--- config.mk ---
export PLATFORM = sky130hd
export DESIGN_NAME = i2c_frame_master
export DESIGN_NICKNAME = d
export VERILOG_FILES = /design/src/rtl/i2c_pkg.sv /design/src/rtl/i2c_frame_master_tick.sv /design/src/rtl/i2c_frame_master.sv
export SDC_FILE = /design/constraint.sdc
export NUM_CORES = 1
export LEC_CHECK = 0
export CORE_MARGIN = 3
export CORE_UTILIZATION = 30
export CTS_CLUSTER_SIZE = 20
export DETAILED_ROUTE_END_ITERATION = 10
export GPL_TIMING_DRIVEN = 0
export HOLD_SLACK_MARGIN = 0.02
export PLACE_DENSITY = 0.56
export SLEW_MARGIN = 0
export SYNTH_ARGS = -nofsm -noshare
export SYNTH_HDL_FRONTEND = slang
export SYNTH_HIERARCHICAL = 1
export SYNTH_SLANG_ARGS = --single-unit
export TNS_END_PERCENT = 5
--- constraint.sdc ---
create_clock -name i_clk -period 6.7 [get_ports i_clk]
set_input_delay 1.34 -clock i_clk [delete_from_list [all_inputs] [get_ports i_clk]]
set_output_delay 1.34 -clock i_clk [all_outputs]
set_load 0.1 [all_outputs]
--- src/rtl/i2c_pkg.sv ---
// Shared types and constants for the I2C frame master.
// Symbol pin levels are decoded here so the FSM can register them directly.
package i2c_pkg;

  typedef enum logic [2:0] {IDLE, START, DATA, ACK, STOP, DONE} state_t;

  typedef logic [1:0] quarter_t;

  localparam logic [7:0]  WM8731_ADDR_W = 8'h34;
  localparam int unsigned MAX_RETRY     = 3;

  typedef struct packed {
    logic sclk;
    logic sdat;
    logic oen;
  } pins_t;

  // Pin levels for one quarter of a symbol; bit_val is the data bit on the wire.
  function automatic pins_t pins_for(state_t st, quarter_t q, logic bit_val);
    pins_t p;
    p.sclk = 1'b1;
    p.sdat = 1'b1;
    p.oen  = 1'b1;
    case (st)
      START: begin
        p.sclk = (q < 2'd2);
        p.sdat = (q == 2'd0);
      end
      DATA: begin
        p.sclk = (q == 2'd1) || (q == 2'd2);
        p.sdat = bit_val;
      end
      ACK: begin
        p.sclk = (q == 2'd1) || (q == 2'd2);
        p.oen  = 1'b0;
      end
      STOP: begin
        p.sclk = (q != 2'd0);
        p.sdat = (q == 2'd3);
      end
      default: ;
    endcase
    return p;
  endfunction

endpackage

--- src/rtl/i2c_frame_master_tick.sv ---
// Quarter-period strobe for the I2C master: one-cycle pulse every CLK_DIV
// enabled cycles; the count restarts from zero whenever disabled.
module i2c_tick_gen #(
  parameter int unsigned CLK_DIV = 250
) (
  input  logic i_clk,
  input  logic i_rst,
  input  logic i_en,
  output logic o_tick
);

  localparam int unsigned CW = (CLK_DIV > 1) ? $clog2(CLK_DIV) : 1;

  logic [CW-1:0] cnt;
  logic          last;

  assign last   = (cnt == CW'(CLK_DIV - 1));
  assign o_tick = i_en && last;

  always_ff @(posedge i_clk) begin
    if (i_rst || !i_en) begin
      cnt <= '0;
    end else if (last) begin
      cnt <= '0;
    end else begin
      cnt <= cnt + CW'(1);
    end
  end

endmodule

--- src/rtl/i2c_frame_master.sv ---
// Bit-level I2C write master: START, N_BYTES bytes with ACK checks, STOP.
// Define I2C_NACK_RETRY_EN to restart the latched frame after a NACK (MAX_RETRY times).
module i2c_frame_master
  import i2c_pkg::*;
#(
  parameter int unsigned CLK_DIV = 250,
  parameter int unsigned N_BYTES = 3
) (
  input  logic                 i_clk,
  input  logic                 i_rst,
  input  logic                 i_start,
  input  logic [8*N_BYTES-1:0] i_frame,
  output logic                 o_busy,
  output logic                 o_done,
  output logic                 o_ack_err,
  output logic                 o_sclk,
  output logic                 o_sdat,
  output logic                 o_oen,
  input  logic                 i_sdat
);

  localparam int unsigned    FW        = 8 * N_BYTES;
  localparam int unsigned    BW        = (N_BYTES > 1) ? $clog2(N_BYTES) : 1;
  localparam logic [BW-1:0]  LAST_BYTE = BW'(N_BYTES - 1);

  state_t        state, state_n;
  quarter_t      q, q_n;
  logic [2:0]    bit_cnt, bit_n;
  logic [BW-1:0] byte_cnt, byte_n;
  logic [FW-1:0] sr, sr_n;
  logic          nack, nack_n;
  logic          err, err_n;
  logic          busy_n, done_n, ack_err_n;
  pins_t         pins_n;
  logic          tick_en, tick;

`ifdef I2C_NACK_RETRY_EN
  localparam int unsigned RW = $clog2(MAX_RETRY + 1);
  logic [RW-1:0] retry_cnt, retry_n;
  logic          retry_pend, pend_n;
  logic [FW-1:0] frame_lat, lat_n;
`endif

  assign tick_en = o_busy && !o_done;

  i2c_tick_gen #(
    .CLK_DIV(CLK_DIV)
  ) u_tick (
    .i_clk (i_clk),
    .i_rst (i_rst),
    .i_en  (tick_en),
    .o_tick(tick)
  );

  always_comb begin
    state_n   = state;
    q_n       = q;
    bit_n     = bit_cnt;
    byte_n    = byte_cnt;
    sr_n      = sr;
    nack_n    = nack;
    err_n     = err;
    busy_n    = o_busy;
    done_n    = 1'b0;
    ack_err_n = o_ack_err;
`ifdef I2C_NACK_RETRY_EN
    retry_n   = retry_cnt;
    pend_n    = retry_pend;
    lat_n     = frame_lat;
`endif
    case (state)
      IDLE: begin
        if (i_start && !o_busy) begin
          state_n   = START;
          q_n       = '0;
          bit_n     = '0;
          byte_n    = '0;
          sr_n      = i_frame;
          err_n     = 1'b0;
          ack_err_n = 1'b0;
          busy_n    = 1'b1;
`ifdef I2C_NACK_RETRY_EN
          retry_n   = '0;
          pend_n    = 1'b0;
          lat_n     = i_frame;
`endif
        end
      end
      DONE: begin
        state_n = IDLE;
        busy_n  = 1'b0;
      end
      default: begin
        if (tick) begin
          q_n = q + 2'd1;
          case (state)
            START: if (q == 2'd3) state_n = DATA;
            DATA: begin
              if (q == 2'd3) begin
                sr_n  = {sr[FW-2:0], 1'b0};
                bit_n = bit_cnt + 3'd1;
                if (bit_cnt == 3'd7) state_n = ACK;
              end
            end
            ACK: begin
              if (q == 2'd2) nack_n = i_sdat;
              if (q == 2'd3) begin
                if (nack) begin
                  state_n = STOP;
                  byte_n  = '0;
`ifdef I2C_NACK_RETRY_EN
                  if (retry_cnt < RW'(MAX_RETRY)) begin
                    pend_n  = 1'b1;
                    retry_n = retry_cnt + RW'(1);
                  end else begin
                    err_n = 1'b1;
                  end
`else
                  err_n = 1'b1;
`endif
                end else if (byte_cnt == LAST_BYTE) begin
                  state_n = STOP;
                  byte_n  = '0;
                end else begin
                  state_n = DATA;
                  byte_n  = byte_cnt + BW'(1);
                end
              end
            end
            STOP: begin
              if (q == 2'd3) begin
`ifdef I2C_NACK_RETRY_EN
                if (retry_pend) begin
                  state_n = START;
                  sr_n    = frame_lat;
                  pend_n  = 1'b0;
                end else begin
                  state_n   = DONE;
                  done_n    = 1'b1;
                  ack_err_n = err;
                end
`else
                state_n   = DONE;
                done_n    = 1'b1;
                ack_err_n = err;
`endif
              end
            end
            default: ;
          endcase
        end
      end
    endcase
    // Pins are decoded from the next state so they change on the same edge as it.
    pins_n = pins_for(state_n, q_n, sr_n[FW-1]);
  end

  always_ff @(posedge i_clk) begin
    if (i_rst) begin
      state     <= IDLE;
      q         <= '0;
      bit_cnt   <= '0;
      byte_cnt  <= '0;
      sr        <= '0;
      nack      <= 1'b0;
      err       <= 1'b0;
      o_busy    <= 1'b0;
      o_done    <= 1'b0;
      o_ack_err <= 1'b0;
      o_sclk    <= 1'b1;
      o_sdat    <= 1'b1;
      o_oen     <= 1'b1;
`ifdef I2C_NACK_RETRY_EN
      retry_cnt  <= '0;
      retry_pend <= 1'b0;
      frame_lat  <= '0;
`endif
    end else begin
      state     <= state_n;
      q         <= q_n;
      bit_cnt   <= bit_n;
      byte_cnt  <= byte_n;
      sr        <= sr_n;
      nack      <= nack_n;
      err       <= err_n;
      o_busy    <= busy_n;
      o_done    <= done_n;
      o_ack_err <= ack_err_n;
      o_sclk    <= pins_n.sclk;
      o_sdat    <= pins_n.sdat;
      o_oen     <= pins_n.oen;
`ifdef I2C_NACK_RETRY_EN
      retry_cnt  <= retry_n;
      retry_pend <= pend_n;
      frame_lat  <= lat_n;
`endif
    end
  end

endmodule

==> summary.md, run 1 <==
| Metric | Value |
|---|---|
| Buffer and inverter count on the worst path | 2 |
| Most used DFF post-synth | dfxtp_1 |
| Fin area | 2910 um^2 |
| WP data arrival | 3.99 ns |
| Post-Synthesis Cell Area | 2340 um^2 |
| Grt total ovfl | 0 |
| # hold bufs at CTS | 0 |
| Crit path time final | 3.83 ns |
| Hpwl dp | 4010 um |
| DR WL/cell | 13.7 um |
| Number of global-route vias before repair | 2,077 |
| Pins over their slew limit | 0 |
| Worst VDD drop | 0.000105 V |
| Seq. cell area | 1000 um^2 |
| Achievable Freq | 261 MHz |
| Adder-Cell Fraction of Synth Area | 0.0427 |
| # port buffers | 33 |
| Crit share post-route | 0.571 |
| Final Hold Viols | 0 |
| Sequential-to-total area share from yosys stat | 0.427 |
| LEAKAGE | 1.09 nW |
| Max_cap viols | 0 |
| Register clock-pin slew on the reported worst setup and hold paths | 0.09 ns |
| XOR/XNOR share of the synthesized area | 0.00747 |
| Antenna cells | 0 |
| Cell mode on critical path | inv_1 |
| CP Capture Type | flop |
| Via density | 5.26 |
| Min-Delay Path Class | flop to flop |
| Postcts setup bufs | 0 |
| Crit Path Class | flop to flop |
| Syn Area/Cell | 8.92 um^2 |
| Post-Syn Nets | 299 |
| Most frequent cells in the layout | 50 x dfxtp_1, 46 x nor2_1, 33 x clkdlybuf4s50_1, 22 x a222oi_1, 13 x nand2_1 |
| Width of the chip | 94.4 um |
| Cell family with most CP delay | simple AND/OR/NAND/NOR gates |
| Ys async rst share | 0 |
| Synth area leader | dfxtp_1 |
| Least-Margin Pin Slew | 1.30 ns |
| CTS root buf | clkbuf_8 |
| Worst Clk Skew | 0.00596 ns |
| Main area contributors after synthesis | dfxtp_1 43%, a222oi_1 9.4%, nor2_1 7.4%, ha_1 4.3%, mux2i_1 2.6% |
| CTS tree | done |
| TritonCTS buffer count | 5 |
| Simple-Gate Fraction of Synth Area | 0.219 |
| Commonest non-fill, non-tap cell in the layout | dfxtp_1 |
| Crit path max fanout | 8 |
| Initial antenna violation count | 0 |
| Placer Congestion | 0.884 |
| Placed Area | 2800 um^2 |
| First drt pass iteration count | 7 |
| Setup WS pre-CTS | 2.96 ns |
| RSZ-0062 raised after global routing | no |
| Tot GR Track Use | 0.129 |
| Clk sinks | 50 |
| Antenna viol nets, final | 0 |
| CP peak stage delay | 1.07 ns |
| Synth warnings | 6 |
| First-iteration detailed-routing DRC count | 134 |
| Largest net degree at the start of global routing | 16 |
| Drt drc | 0 |
| Non-Filler Instances | 403 |
| Power Dens Cells | 214 nW/um^2 |
| Fillers | 755 |
| Final setup margin | 2.87 ns |
| First-pass GRT wire length | 9380 um |
| Largest family of logic cells by synthesized area | simple AND/OR/NAND/NOR gates |
| Post-synth top area share | 0.427 |
| Placeable core area | 7410 um^2 |
| Setup TNS | 0 ns |
| IO Count | 34 |
| Detailed-route wire length | 5520 um |
| Area occupied by multi-input gates | 1200 um^2 |
| Crit-path slowest cell | nor4_1 |
| Synthesized instance count | 263 |
| Fraction of synthesized area in multiplexers | 0.0256 |
| Skew-Pair Late Insertion Delay | 0.29 ns |
| Synth Register Bits | 50 |
| Worst-path cell chain | nor2b_1 > inv_1 > nor4_1 > o21ai_0 > mux2i_1 > inv_1 > ha_1 > a2111oi_0 > o221ai_1 |
| Outcome | finished clean |
| CTS max path bufs | 2 |
| Total Power | 0.622 mW |
| NumNets Final | 339 |
| Synth Area in Compound Gates | 0.219 |
| CP Launch Type | flop |
| Cell Rows | 31 |
| Post-CTS sizing | 0 |
| Yosys cell types | 47 |
| H-tree depth | 2 |
| Area Overhead vs Synth | 24.1% |
| Final setup viols | 0 |
| Slew Limit Headroom | 0.125 |
| Layout cell share with drive strength beyond 1 | 0.0757 |
| Post-synth EDFFs | 0 |
| Worst path required time | 6.86 ns |
| Die area | 8910 um^2 |
| Via count | 2,119 |
| Die Y | 94.4 um |
| Cell count after placement | 395 |
| Initial core utilization | 0.317 |
## through the flow
stage	util	hold slack (ns)
3_5_place_dp	0.378	0.465
4_1_cts	0.393	0.484
2_1_floorplan	-	0.433
5_1_grt	0.393	0.514
6_report	0.393	0.478
3_3_place_gp	0.378	0.451
## metal layers
metal  vias up  GRT usage  routed length [um]
met1       973      0.179                2620
li1       1054          -                   -
met4         0     0.0241                  56
met2        86      0.200                2410
met3         6     0.0375                 439
met5         -          0                   0
## report_power, final
part	switching, mW	internal, mW
Clock	0.100	0.112
Combinational	0.0484	0.0435
Sequential	0.00814	0.310
Total	0.157	0.465
## logic make-up after synthesis
group,after synthesis
simple gates,102
buf+inv,30
flops,50
xor+xnor,2
mux,6
compound gates,65
fa+ha+maj,8
## final timing paths
path | from | endpoint | slack [ns] | depth (start not counted)
setup / recovery | o_busy | o_sdat | 2.87 | 9
hold / removal | u_tick/cnt[0] | u_tick/cnt[0] | 0.48 | 1
setup reg to reg | o_busy | o_sdat | 2.87 | 9
hold reg to reg | u_tick/cnt[0] | u_tick/cnt[0] | 0.48 | 1
## sequential cells by signal, summed over array words and instances, names as in the netlist
| signal | cells |
|---|---|
| sr | 24 |
| u_tick/cnt | 8 |
| bit_cnt | 3 |
| state | 3 |
| byte_cnt | 2 |
| q | 2 |
| err | 1 |
| nack | 1 |
| o_ack_err | 1 |
| o_busy | 1 |
| o_done | 1 |
| o_oen | 1 |
| o_sclk | 1 |
| o_sdat | 1 |
## Yosys cell counts (4+ instances only)
| library cell | n |
|---|---|
| mux2i_1 | 6 |
| nand2b_1 | 5 |
| nor2b_1 | 9 |
| nand2_1 | 13 |
| ha_1 | 8 |
| nor2_1 | 46 |
| dfxtp_1 | 50 |
| nand3_1 | 7 |
| o21ai_0 | 8 |
| a31oi_1 | 4 |
| clkbuf_1 | 7 |
| a21oi_1 | 11 |
| buf_2 | 9 |
| inv_1 | 12 |
| a222oi_1 | 22 |
## final cells by class
type                            instances  share of cell area
Sequential cell                        50               0.344
Multi-Input combinational cell        183               0.414
Clock buffer                            6              0.0249
Clock inverter                          2              0.0129
Buffer                                 18              0.0323
Inverter                               12              0.0155
Tap cell                               99              0.0426
Timing Repair Buffer                   33               0.114
No activity file was read; power rests on OpenSTA's default activity.
==> inputs of run 2 (changes only) <==
PLACE_DENSITY = 0.58   (was 0.56)
clock period = 3.35 ns   (was 6.7 ns; I/O delays follow)
==> summary.md, run 2 (synthesis results as in run 1) <==
| Metric | Value |
|---|---|
| Placeable core area | 7410 um^2 (unchanged) |
| NumNets Final | 339 (unchanged) |
| Biggest register | sr |
| Sw frac | 0.280 (+0.0283) |
| Worst VDD drop | 0.000185 V (+75%) |
| Max_cap viols | 0 (unchanged) |
| Power Dens Cells | 410 nW/um^2 (+92%) |
| Placed Area | 2800 um^2 (about the same) |
| Worst path required time | 3.53 ns (-3.33 ns) |
| CP Capture Type | flop |
| Least-Margin Pin Slew | 0.971 ns (-0.329 ns) |
| Worst hold stages | 1 (unchanged) |
| WHS Endpoint | u_tick/cnt[0] |
| IO Count | 34 (unchanged) |
| Reg-to-reg setup timing slack | 0.40 ns (-2.47 ns) |
| Largest net degree at the start of global routing | 18 (+2) |
| TritonCTS buffer count | 5 (unchanged) |
| Initial core utilization | 0.317 (unchanged) |
| RR Startpoint | o_busy |
| Area Overhead vs Synth | 24.1% (unchanged) |
| CTS root buf | clkbuf_8 |
| DR WL/cell | 13.9 um (+1.4%) |
| Drt drc | 0 (unchanged) |
| Cell Rows | 31 (unchanged) |
| # hold bufs at CTS | 0 (unchanged) |
| Fin area | 2910 um^2 (unchanged) |
| Skew-Pair Late Insertion Delay | 0.31 ns (+0.02 ns) |
| Total Power | 1.19 mW (+92%) |
| Hold Slack | 0.472 ns (-0.00583 ns) |
| Commonest non-fill, non-tap cell in the layout | dfxtp_1 |
| Layout cell share with drive strength beyond 1 | 0.0855 (+0.00987) |
| CTS tree | done |
| Outcome | finished clean |
| Register clock-pin slew on the reported worst setup and hold paths | 0.10 ns (about the same) |
| Crit share post-route | 0.879 (+0.308) |
| Worst Clk Skew | 0.00655 ns (+0.000590 ns) |
| RSZ-0062 raised after global routing | no |
| Most frequent cells in the layout | 49 x dfxtp_1, 46 x nor2_1, 33 x clkdlybuf4s50_1, 22 x a222oi_1, 13 x nand2_1 |
| Utilization after layout | 0.393 (unchanged) |
| First-pass GRT wire length | 9380 um (about the same) |
| Width of the chip | 94.4 um (unchanged) |
| Final Hold Viols | 0 (unchanged) |
| Antenna viol nets, final | 0 (unchanged) |
| Detailed-route wire length | 5600 um (+1.4%) |
| Biggest regs | sr x24, u_tick/cnt x8 |
| FF-to-FF path depth | 9 (unchanged) |
| Clock power share | 0.310 (-0.030) |
| Via count | 2,138 (+0.90%) |
| Grt total ovfl | 0 (unchanged) |
| Crit Path Class | flop to flop |
| LEAKAGE | 1.09 nW (-0.58%) |
| Register share of total power | 0.533 (+0.021) |
| Achievable Freq | 339 MHz (+30%) |
| Placer Congestion | 0.913 (+3.2%) |
| Clk sinks | 50 (unchanged) |
| Pint | 0.859 mW (+85%) |
| # port buffers | 33 (unchanged) |
| Largest register FFs | 24 (unchanged) |
| Fillers | 767 (+1.6%) |
| Pins over their slew limit | 0 (unchanged) |
| Slew Limit Headroom | 0.351 (+0.225) |
| Min-Delay Path Class | flop to flop |
| Hold Path Origin | u_tick/cnt[0] |
| Via density | 5.31 (+0.90%) |
| First drt pass iteration count | 7 (unchanged) |
| Setup TNS | 0 ns (unchanged) |
| Crit path max fanout | 8 (unchanged) |
| Final setup viols | 0 (unchanged) |
| Number of global-route vias before repair | 1,972 (-5.1%) |
| Net Sw Power | 0.334 mW (+110%) |
| Postcts setup bufs | 0 (unchanged) |
| Initial antenna violation count | 0 (unchanged) |
| WP data arrival | 3.13 ns (-0.86 ns) |
| First-iteration detailed-routing DRC count | 184 (+37%) |
| Tot GR Track Use | 0.132 (+0.00326) |
| Antenna cells | 0 (unchanged) |
| Hpwl dp | 4140 um (+3.1%) |
| CTS max path bufs | 2 (unchanged) |
| Die area | 8910 um^2 (unchanged) |
| CP Launch Type | flop |
| H-tree depth | 2 (unchanged) |
| Crit path time final | 2.95 ns (-0.882 ns) |
| Comb power frac | 0.157 (+0.009) |
| R2R Path End | o_sdat |
| Die Y | 94.4 um (unchanged) |
[run 2: cell count changes in the layout (fill, tap and decap cells not counted), sizes merged]
cell,previous run,this run
bufinv,1,0
clkbuf,13,12
clkinv,0,1
inv,12,13
[run 2: power groups by stage]
stage | Sequential [mW] | Clock, mW | Combinational, mW
after floorplan | 0.664 | 0 | 0.105
after CTS | 0.636 | 0.386 | 0.186
final | 0.636 | 0.370 | 0.187
after detailed placement | 0.650 | 0 | 0.185
after global routing | 0.640 | 0.417 | 0.205
after global placement | 0.649 | 0 | 0.184
[run 2: worst max path at each step]
stage	to	slack [ns]	start
final	o_sdat	0.40	o_busy
after global placement	o_sdat	-0.20	o_busy
after detailed placement	o_sdat	-0.13	o_busy
after floorplan	o_sdat	0.20	o_busy
after CTS	o_sdat	0.23	o_busy
after global routing	o_sdat	0.22	o_busy
[run 2: layout make-up]
| class | instances | area (um^2) | share of cell area |
|---|---|---|---|
| inverters | 12 | 45.0 | 0.0155 |
| well taps | 99 | 124 | 0.0426 |
| multi-input cells | 183 | 1220 | 0.419 |
| clock buffers | 5 | 68.8 | 0.0237 |
| clock inverters | 3 | 25.0 | 0.00860 |
| flip-flops and latches | 50 | 1000 | 0.345 |
| plain buffers | 18 | 93.8 | 0.0323 |
| repair buffers | 33 | 330 | 0.114 |
[run 2: what timing repair did]
| item | in CTS | in global routing |
|---|---|---|
| hold endpoints to repair | 0 | 0 |
| endpoints found under the setup margin | 1 | 1 |
| resized for setup | 1 | 1 |
[run 2: layer usage]
| layer | up-vias | wire [um] | track usage |
|---|---|---|---|
| li1 | 1056 | - | - |
| met5 | - | 0 | 0 |
| met1 | 1009 | 2730 | 0.188 |
| met2 | 67 | 2410 | 0.194 |
| met4 | 0 | 51 | 0.0325 |
| met3 | 6 | 405 | 0.0422 |
[run 2: critical path, stage by stage (launching register included)]
cell and delay, ns:
dfxtp_2 0.39, nor2b_1 0.27, inv_1 0.13, nor4_4 0.48, o21ai_0 0.29, mux2i_1 0.35
inv_1 0.10, ha_1 0.22, a2111oi_0 0.40, o221ai_1 0.18
[run 2: per-stage QoR]
| stage | worst slack, ns | cells |
|---|---|---|
| CTS | 0.229 | 403 |
| finish | 0.404 | 403 |
| floorplan | 0.204 | 263 |
| detailed placement | -0.130 | 395 |
| global placement | -0.196 | 395 |
| global route | 0.219 | 403 |
